**src/rtl/clock_set_controller.sv**
```systemverilog
// Time-set button sequencer for the digital clock.
// Synchronises and edge-detects mode/inc/dec. Walks RUN -> SET_HR -> SET_MIN -> SET_SEC,
// issues single-cycle adjust strobes with hold-to-repeat, and drives run-enable, field
// select and blink for the selected field.
module clock_set_controller #(
  parameter int unsigned CNT_W        = 32,
  parameter int unsigned REPEAT_DELAY = 50000000,
  parameter int unsigned REPEAT_RATE  = 10000000,
  parameter int unsigned BLINK_HALF   = 25000000,
  parameter int unsigned IDLE_TIMEOUT = 1000000000
) (
  input  logic       clk,
  input  logic       rst_n,
  input  logic       mode_btn,
  input  logic       inc_btn,
  input  logic       dec_btn,
  output logic       inc_hour,
  output logic       dec_hour,
  output logic       inc_min,
  output logic       dec_min,
  output logic       clr_sec,
  output logic       clock_run,
  output logic [1:0] field_sel,
  output logic       blink
);

  typedef enum logic [1:0] {
    StRun    = 2'd0,
    StSetHr  = 2'd1,
    StSetMin = 2'd2,
    StSetSec = 2'd3
  } state_e;

  localparam logic [CNT_W-1:0] CntOne       = CNT_W'(1);
  localparam logic [CNT_W-1:0] RptDelayLast = CNT_W'(REPEAT_DELAY - 1);
  localparam logic [CNT_W-1:0] RptRateLast  = CNT_W'(REPEAT_RATE - 1);
  localparam logic [CNT_W-1:0] BlinkLast    = CNT_W'(BLINK_HALF - 1);
  localparam logic [CNT_W-1:0] IdleLast     = CNT_W'(IDLE_TIMEOUT - 1);

  // Button bit positions inside the synchroniser vectors
  localparam int unsigned BtnMode = 0;
  localparam int unsigned BtnInc  = 1;
  localparam int unsigned BtnDec  = 2;

  logic [2:0] btn_raw;
  logic [2:0] s0_q, s1_q, s2_q;
  logic [2:0] btn_rise;

  logic mode_rise, inc_rise, dec_rise;
  logic inc_held, dec_held, both_held, held_dir;

  state_e state_q, state_d;

  logic             armed_q, armed_nxt, armed_d;
  logic             dir_dec_q, dir_dec_nxt, dir_dec_d;
  logic             rpt_phase_q, rpt_phase_nxt, rpt_phase_d;
  logic [CNT_W-1:0] rpt_cnt_q, rpt_cnt_nxt, rpt_cnt_d;
  logic [CNT_W-1:0] rpt_last;

  logic [CNT_W-1:0] idle_cnt_q, idle_cnt_d;
  logic [CNT_W-1:0] blink_cnt_q, blink_cnt_d;
  logic             blink_q, blink_d;
  logic             timeout;

  logic strobe, strobe_dec;

  logic       inc_hour_q, inc_hour_d;
  logic       dec_hour_q, dec_hour_d;
  logic       inc_min_q, inc_min_d;
  logic       dec_min_q, dec_min_d;
  logic       clr_sec_q, clr_sec_d;
  logic       clock_run_q, clock_run_d;
  logic [1:0] field_sel_q, field_sel_d;

  assign btn_raw = {dec_btn, inc_btn, mode_btn};

  // Two-flop synchroniser plus one history flop per button
  always_ff @(posedge clk or negedge rst_n) begin
    if (!rst_n) begin
      s0_q <= '0;
      s1_q <= '0;
      s2_q <= '0;
    end else begin
      s0_q <= btn_raw;
      s1_q <= s0_q;
      s2_q <= s1_q;
    end
  end

  assign btn_rise  = s1_q & ~s2_q;
  assign mode_rise = btn_rise[BtnMode];
  assign inc_rise  = btn_rise[BtnInc];
  assign dec_rise  = btn_rise[BtnDec];
  assign inc_held  = s1_q[BtnInc];
  assign dec_held  = s1_q[BtnDec];
  assign both_held = inc_held & dec_held;

  // Repeat only continues on the button that armed it
  assign held_dir = dir_dec_q ? dec_held : inc_held;
  assign rpt_last = rpt_phase_q ? RptRateLast : RptDelayLast;

  // Strobe generation and hold-to-repeat sequencing
  always_comb begin
    strobe        = 1'b0;
    strobe_dec    = 1'b0;
    armed_nxt     = armed_q;
    dir_dec_nxt   = dir_dec_q;
    rpt_phase_nxt = rpt_phase_q;
    rpt_cnt_nxt   = rpt_cnt_q;
    if (mode_rise || (state_q == StRun) || both_held) begin
      // Mode wins over adjust; chords and RUN disarm until a fresh press
      armed_nxt     = 1'b0;
      rpt_phase_nxt = 1'b0;
      rpt_cnt_nxt   = '0;
    end else if (inc_rise || dec_rise) begin
      strobe        = 1'b1;
      strobe_dec    = dec_rise;
      armed_nxt     = 1'b1;
      dir_dec_nxt   = dec_rise;
      rpt_phase_nxt = 1'b0;
      rpt_cnt_nxt   = '0;
    end else if (armed_q && held_dir) begin
      if (rpt_cnt_q == rpt_last) begin
        strobe        = 1'b1;
        strobe_dec    = dir_dec_q;
        rpt_phase_nxt = 1'b1;
        rpt_cnt_nxt   = '0;
      end else begin
        rpt_cnt_nxt = rpt_cnt_q + CntOne;
      end
    end else begin
      armed_nxt     = 1'b0;
      rpt_phase_nxt = 1'b0;
      rpt_cnt_nxt   = '0;
    end
  end

  // Mode sequencing and idle timeout; timeout also drops any repeat in progress
  always_comb begin
    state_d    = state_q;
    idle_cnt_d = idle_cnt_q;
    timeout    = 1'b0;
    if (mode_rise) begin
      unique case (state_q)
        StRun:    state_d = StSetHr;
        StSetHr:  state_d = StSetMin;
        StSetMin: state_d = StSetSec;
        StSetSec: state_d = StRun;
        default:  state_d = StRun;
      endcase
      idle_cnt_d = '0;
    end else if (state_q == StRun) begin
      idle_cnt_d = '0;
    end else if (inc_rise || dec_rise || strobe) begin
      idle_cnt_d = '0;
    end else if (idle_cnt_q == IdleLast) begin
      timeout    = 1'b1;
      state_d    = StRun;
      idle_cnt_d = '0;
    end else begin
      idle_cnt_d = idle_cnt_q + CntOne;
    end

    armed_d     = timeout ? 1'b0 : armed_nxt;
    dir_dec_d   = dir_dec_nxt;
    rpt_phase_d = timeout ? 1'b0 : rpt_phase_nxt;
    rpt_cnt_d   = timeout ? '0 : rpt_cnt_nxt;
  end

  // Blink half-period timer; restarts visible on entry and on every adjust
  always_comb begin
    blink_cnt_d = blink_cnt_q;
    blink_d     = blink_q;
    if ((state_d == StRun) || (state_d != state_q) || strobe) begin
      blink_cnt_d = '0;
      blink_d     = 1'b0;
    end else if (blink_cnt_q == BlinkLast) begin
      blink_cnt_d = '0;
      blink_d     = ~blink_q;
    end else begin
      blink_cnt_d = blink_cnt_q + CntOne;
    end
  end

  // Output decode from the current field and the next state
  always_comb begin
    inc_hour_d  = strobe & ~strobe_dec & (state_q == StSetHr);
    dec_hour_d  = strobe &  strobe_dec & (state_q == StSetHr);
    inc_min_d   = strobe & ~strobe_dec & (state_q == StSetMin);
    dec_min_d   = strobe &  strobe_dec & (state_q == StSetMin);
    clr_sec_d   = strobe & (state_q == StSetSec);
    clock_run_d = (state_d != StSetSec);
    field_sel_d = 2'd0;
    unique case (state_d)
      StRun:    field_sel_d = 2'd0;
      StSetHr:  field_sel_d = 2'd1;
      StSetMin: field_sel_d = 2'd2;
      StSetSec: field_sel_d = 2'd3;
      default:  field_sel_d = 2'd0;
    endcase
  end

  // State, counters and registered outputs
  always_ff @(posedge clk or negedge rst_n) begin
    if (!rst_n) begin
      state_q     <= StRun;
      armed_q     <= 1'b0;
      dir_dec_q   <= 1'b0;
      rpt_phase_q <= 1'b0;
      rpt_cnt_q   <= '0;
      idle_cnt_q  <= '0;
      blink_cnt_q <= '0;
      blink_q     <= 1'b0;
      inc_hour_q  <= 1'b0;
      dec_hour_q  <= 1'b0;
      inc_min_q   <= 1'b0;
      dec_min_q   <= 1'b0;
      clr_sec_q   <= 1'b0;
      clock_run_q <= 1'b1;
      field_sel_q <= 2'd0;
    end else begin
      state_q     <= state_d;
      armed_q     <= armed_d;
      dir_dec_q   <= dir_dec_d;
      rpt_phase_q <= rpt_phase_d;
      rpt_cnt_q   <= rpt_cnt_d;
      idle_cnt_q  <= idle_cnt_d;
      blink_cnt_q <= blink_cnt_d;
      blink_q     <= blink_d;
      inc_hour_q  <= inc_hour_d;
      dec_hour_q  <= dec_hour_d;
      inc_min_q   <= inc_min_d;
      dec_min_q   <= dec_min_d;
      clr_sec_q   <= clr_sec_d;
      clock_run_q <= clock_run_d;
      field_sel_q <= field_sel_d;
    end
  end

  assign inc_hour  = inc_hour_q;
  assign dec_hour  = dec_hour_q;
  assign inc_min   = inc_min_q;
  assign dec_min   = dec_min_q;
  assign clr_sec   = clr_sec_q;
  assign clock_run = clock_run_q;
  assign field_sel = field_sel_q;
  assign blink     = blink_q;

endmodule
```
**config.mk**
```make
export PLATFORM = sky130hd
export DESIGN_NAME = clock_set_controller
export DESIGN_NICKNAME = d
export VERILOG_FILES = /design/src/rtl/clock_set_controller.sv
export SDC_FILE = /design/constraint.sdc
export NUM_CORES = 1
export LEC_CHECK = 0
export BUFFER_PORTS_ARGS = -buffer_cell sky130_fd_sc_hd__clkbuf_2
export CORE_MARGIN = 2
export CORE_UTILIZATION = 56
export CTS_CLUSTER_SIZE = 30
export DETAILED_ROUTE_END_ITERATION = 10
export PLACE_DENSITY = 0.83
export SYNTH_ARGS = -nofsm -noshare
export SYNTH_HDL_FRONTEND = slang
export SYNTH_SLANG_ARGS = --single-unit
```
**constraint.sdc**
```tcl
create_clock -name clk -period 2.5 [get_ports clk]
set_input_delay 0.25 -clock clk [delete_from_list [all_inputs] [get_ports clk]]
set_output_delay 0.25 -clock clk [all_outputs]
set_load 0.03 [all_outputs]
```
==> key figures <==
STA
  • Max Clk Rate: 401.8 MHz
  • Final setup violation count: 0
  • Slew Limit Fails: 0
  • Fin crit share: 99.54%
  • Worst slew pin tran: 0.7350 ns
  • Rel. slew slack: 51.00%
  • Period minus WS final: 2.489 ns
  • RSZ-0062 raised after global routing: true
  • Clk_skew: 0.006494 ns
  • Setup TNS: 0 ns
  • Hold Fails Final Rpt: 0
  • Setup ws final: 0.01148 ns

Synth
  • YS warnings: 0
  • Synth Instances: 595
  • Flops & latches, synth: 118
  • Fraction of registers with async set/reset: 100.0%
  • Cell Area, Synth: 5843 um2
  • Main synth FF type: dfrtp_1
  • Sequential fraction of the synthesis area: 50.56%
  • Syn_area_per_cell: 9.820 um2
  • Post-Syn Nets: 607
  • Number of synthesized flops with an enable pin: 0
  • Unique masters post-synth: 51

Critical path
  • Crit-path max FO: 33
  • Data required time of the critical path: 2.92 ns
  • Crit path cell chain: or4b_1 > o32a_1 > or4b_4 > o21ai_2 > nand3_2 > buf_12 > nor4_2
  • Critical R2R Capture: blink_cnt_q[16]$_DFF_PN0_
  • Slowest cell on crit path: or4b_4
  • Reg-to-Reg Start: rpt_phase_q$_DFFE_PN0P_
  • Data arrival time of the critical path: 2.91 ns
  • Reg2reg setup slack: 0.01 ns
  • Cells on worst reg2reg path: 7
  • Crit path launch type: flop
  • Worst setup path class: reg -> reg
  • CP endpoint kind: flop
  • Worst stage delay on the critical path: 0.54 ns

CTS
  • CTS sink count: 118
  • Worst-skew pair later-pin latency: 0.53 ns
  • CTS clock-pin slew for the worst setup and hold paths: 0.06 ns
  • Clock buffer depth: 2
  • CTS tree: done
  • Post CTS Setup Buffer Count: 0
  • CTS root buffer: clkbuf_8
  • Number of buffers created by CTS: 17
  • H-tree Lvls: 4

Power and ir drop
  • Max VDD drop: 0.0005421 V
  • Total power: 5402 uW
  • Cell Pwr Density: 769.2 nW/um2
  • Leak: 0.002841 uW

Global routing
  • Vias in the first global route: 4582
  • First-pass GRT wire length: 21580 um
  • All-Layer GR Usage: 24.28%
  • Grt total ovfl: 0
  • Initial antenna violation count: 0
  • Largest net degree at the start of global routing: 56

Place
  • IO buf count: 13
  • Gpl congestion: 0.8659
  • Setup WS pre-CTS: 0.01485 ns
  • Dpl cell area: 6226 um2
  • Dpl hpwl: 7973 um

Cells and area
  • Sequential cell area: 2954 um2
  • Area used by multi-input combinational logic: 2877 um2
  • NumNets Final: 647
  • # diodes: 0
  • Share of cells above drive strength 1: 14.66%
  • Fill count: 725
  • Finished layout cell area: 7023 um2
  • Layout area overhead: 20.19%

Floorplanning
  • Die span in x: 106.1 um
  • IO Pins: 14
  • Row Count: 37
  • Die Ht: 106.1 um
  • DIE AREA: 11270 um2
  • Core box area: 10230 um2
  • Starting density of the core: 57.11%

Routing
  • Routed Antenna Nets: 0
  • Routed vias: 4558
  • Final WL: 12550 um
  • # DRC: 0
  • Via density: 5.814
  • Pre-Repair DR Iteration Count: 5
  • Wirelength per Cell: 16.01 um
  • Initial DRC Count: 328

Run
  • Max_cap viols: 0

Run status
  • Status: complete, no violations

Min path
  • HP Class: in -> async
## synth_stat cells, types with 2 or more instances
cell,count,share of area (%)
ha_1,7,1.5
and3b_1,4,0.60
nor4_1,25,2.7
nand2b_1,4,0.43
a21oi_1,2,0.17
buf_6,2,0.39
nor3_1,32,2.7
and3_1,13,1.4
nor2b_1,7,0.75
nand2_1,39,2.5
nand4_1,24,2.6
inv_1,18,1.2
nor2_1,93,6.0
or4b_2,2,0.34
xnor2_1,41,6.1
a31oi_1,2,0.21
o21ai_2,2,0.30
buf_1,2,0.13
nor3b_1,2,0.26
nor4b_1,2,0.30
and4_1,10,1.5
and2_1,5,0.54
nand3_1,43,3.7
xor2_1,50,7.5
nor4bb_1,2,0.34
nor4_2,3,0.64
a21boi_0,2,0.26
clkbuf_1,11,0.71
dfrtp_1,117,50
or3_1,6,0.64
buf_2,2,0.17
buf_4,2,0.26
## sequential cells by signal (all words and copies together), names as in the netlist
signal,cells
blink_cnt_q,32
idle_cnt_q,32
rpt_cnt_q,32
s0_q,3
s1_q,3
s2_q,3
state_q,2
armed_q,1
blink,1
clock_run,1
clr_sec,1
dec_hour,1
dec_min,1
dir_dec_q,1
field_sel,1
inc_hour,1
inc_min,1
rpt_phase_q,1
## layout by cell type, fill, tap and decap left out, drive strengths merged, types with 2 or more instances in the layout
master	Yosys	routed
dfrtp	117	117
nor2	93	93
xor2	50	50
nand3	44	44
xnor2	41	41
nand2	39	39
nor3	32	32
clkbuf	11	31
nor4	28	28
nand4	24	24
buf	8	24
inv	18	18
and3	13	13
and4	10	10
nor2b	7	7
ha	7	7
or3	6	6
clkinvlp	0	6
and2	5	5
nand2b	4	4
and3b	4	4
bufinv	0	4
dlygate4sd3	0	4
o21ai	4	4
or4b	4	4
clkinv	0	3
nor4b	3	3
nor4bb	2	2
nor3b	2	2
a31oi	2	2
a21boi	2	2
a21oi	2	2
## kinds of logic (layout without fill, tap and decap cells)
| family | Yosys count | in the layout | share of synthesized area [%] |
|---|---|---|---|
| xor gates and xnor gates | 91 | 91 | 13.64 |
| AOI/OAI and AO/OA | 18 | 18 | 2.270 |
| adders and majority gates | 7 | 7 | 1.499 |
| buffers and inverters | 37 | 90 | 2.805 |
| DFF | 118 | 118 | 50.56 |
| and+or+nand+nor | 324 | 324 | 29.23 |
## per-layer routing
metal / share of wire, % / GRT usage, %
met5: 0 / 0
met4: 1.2 / 9.962
met3: 4.4 / 6.438
met2: 50 / 38.37
met1: 45 / 31.89
## area by class of cell
type	count	area share, %
sequential	118	42.06
multi-input combinational	440	40.96
clock buffer	19	6.146
timing repair buffer	40	4.882
clock inverter	13	2.565
tap	136	2.423
inverter	18	0.9621
## what timing repair did
action,CTS,global route
gates resized for setup,0,22
setup endpoints to repair,0,30
hold buffers,4,0
endpoints found under the hold margin,56,0
## per-stage QoR
stage          utilization [%]  hold WS (ns)  instances
2_1_floorplan                -      -0.04559        595
3_5_place_dp             60.85        0.3467        748
6_report                 68.64        0.3171        784
5_1_grt                  68.64        0.3606        784
3_3_place_gp             60.85        0.3426        748
4_1_cts                  67.23        0.3226        784
## how the worst max path moves through the flow
stage                                       start                   endpoint  slack [ns]  cells past startpoint
after global routing      rpt_phase_q$_DFFE_PN0P_  blink_cnt_q[20]$_DFF_PN0_       -0.08                      7
after floorplan            rpt_cnt_q[9]$_DFF_PN0_  blink_cnt_q[24]$_DFF_PN0_        0.11                      7
after detailed placement  rpt_phase_q$_DFFE_PN0P_  blink_cnt_q[18]$_DFF_PN0_        0.01                      7
final                     rpt_phase_q$_DFFE_PN0P_  blink_cnt_q[16]$_DFF_PN0_        0.01                      7
after CTS                 rpt_cnt_q[11]$_DFF_PN0_  blink_cnt_q[18]$_DFF_PN0_       0.004                      7
after global placement    rpt_phase_q$_DFFE_PN0P_  blink_cnt_q[14]$_DFF_PN0_        0.13                      7
## where the power goes
| part | internal [uW] | switching (uW) | total (uW) |
|---|---|---|---|
| sequential | 2000 | 59.2 | 2060 |
| clock | 1640 | 869 | 2510 |
| combinational | 269 | 570 | 839 |
## critical path: cells and delay by family (launching register included)
kind | cells | cell delay [ns]
AND/OR/NAND/NOR | 4 | 1.45
flip-flops | 1 | 0.38
buffers and inverters | 1 | 0.20
AO/OA/AOI/OAI | 2 | 0.34
Note: power is estimated with default switching activity, not from simulation.
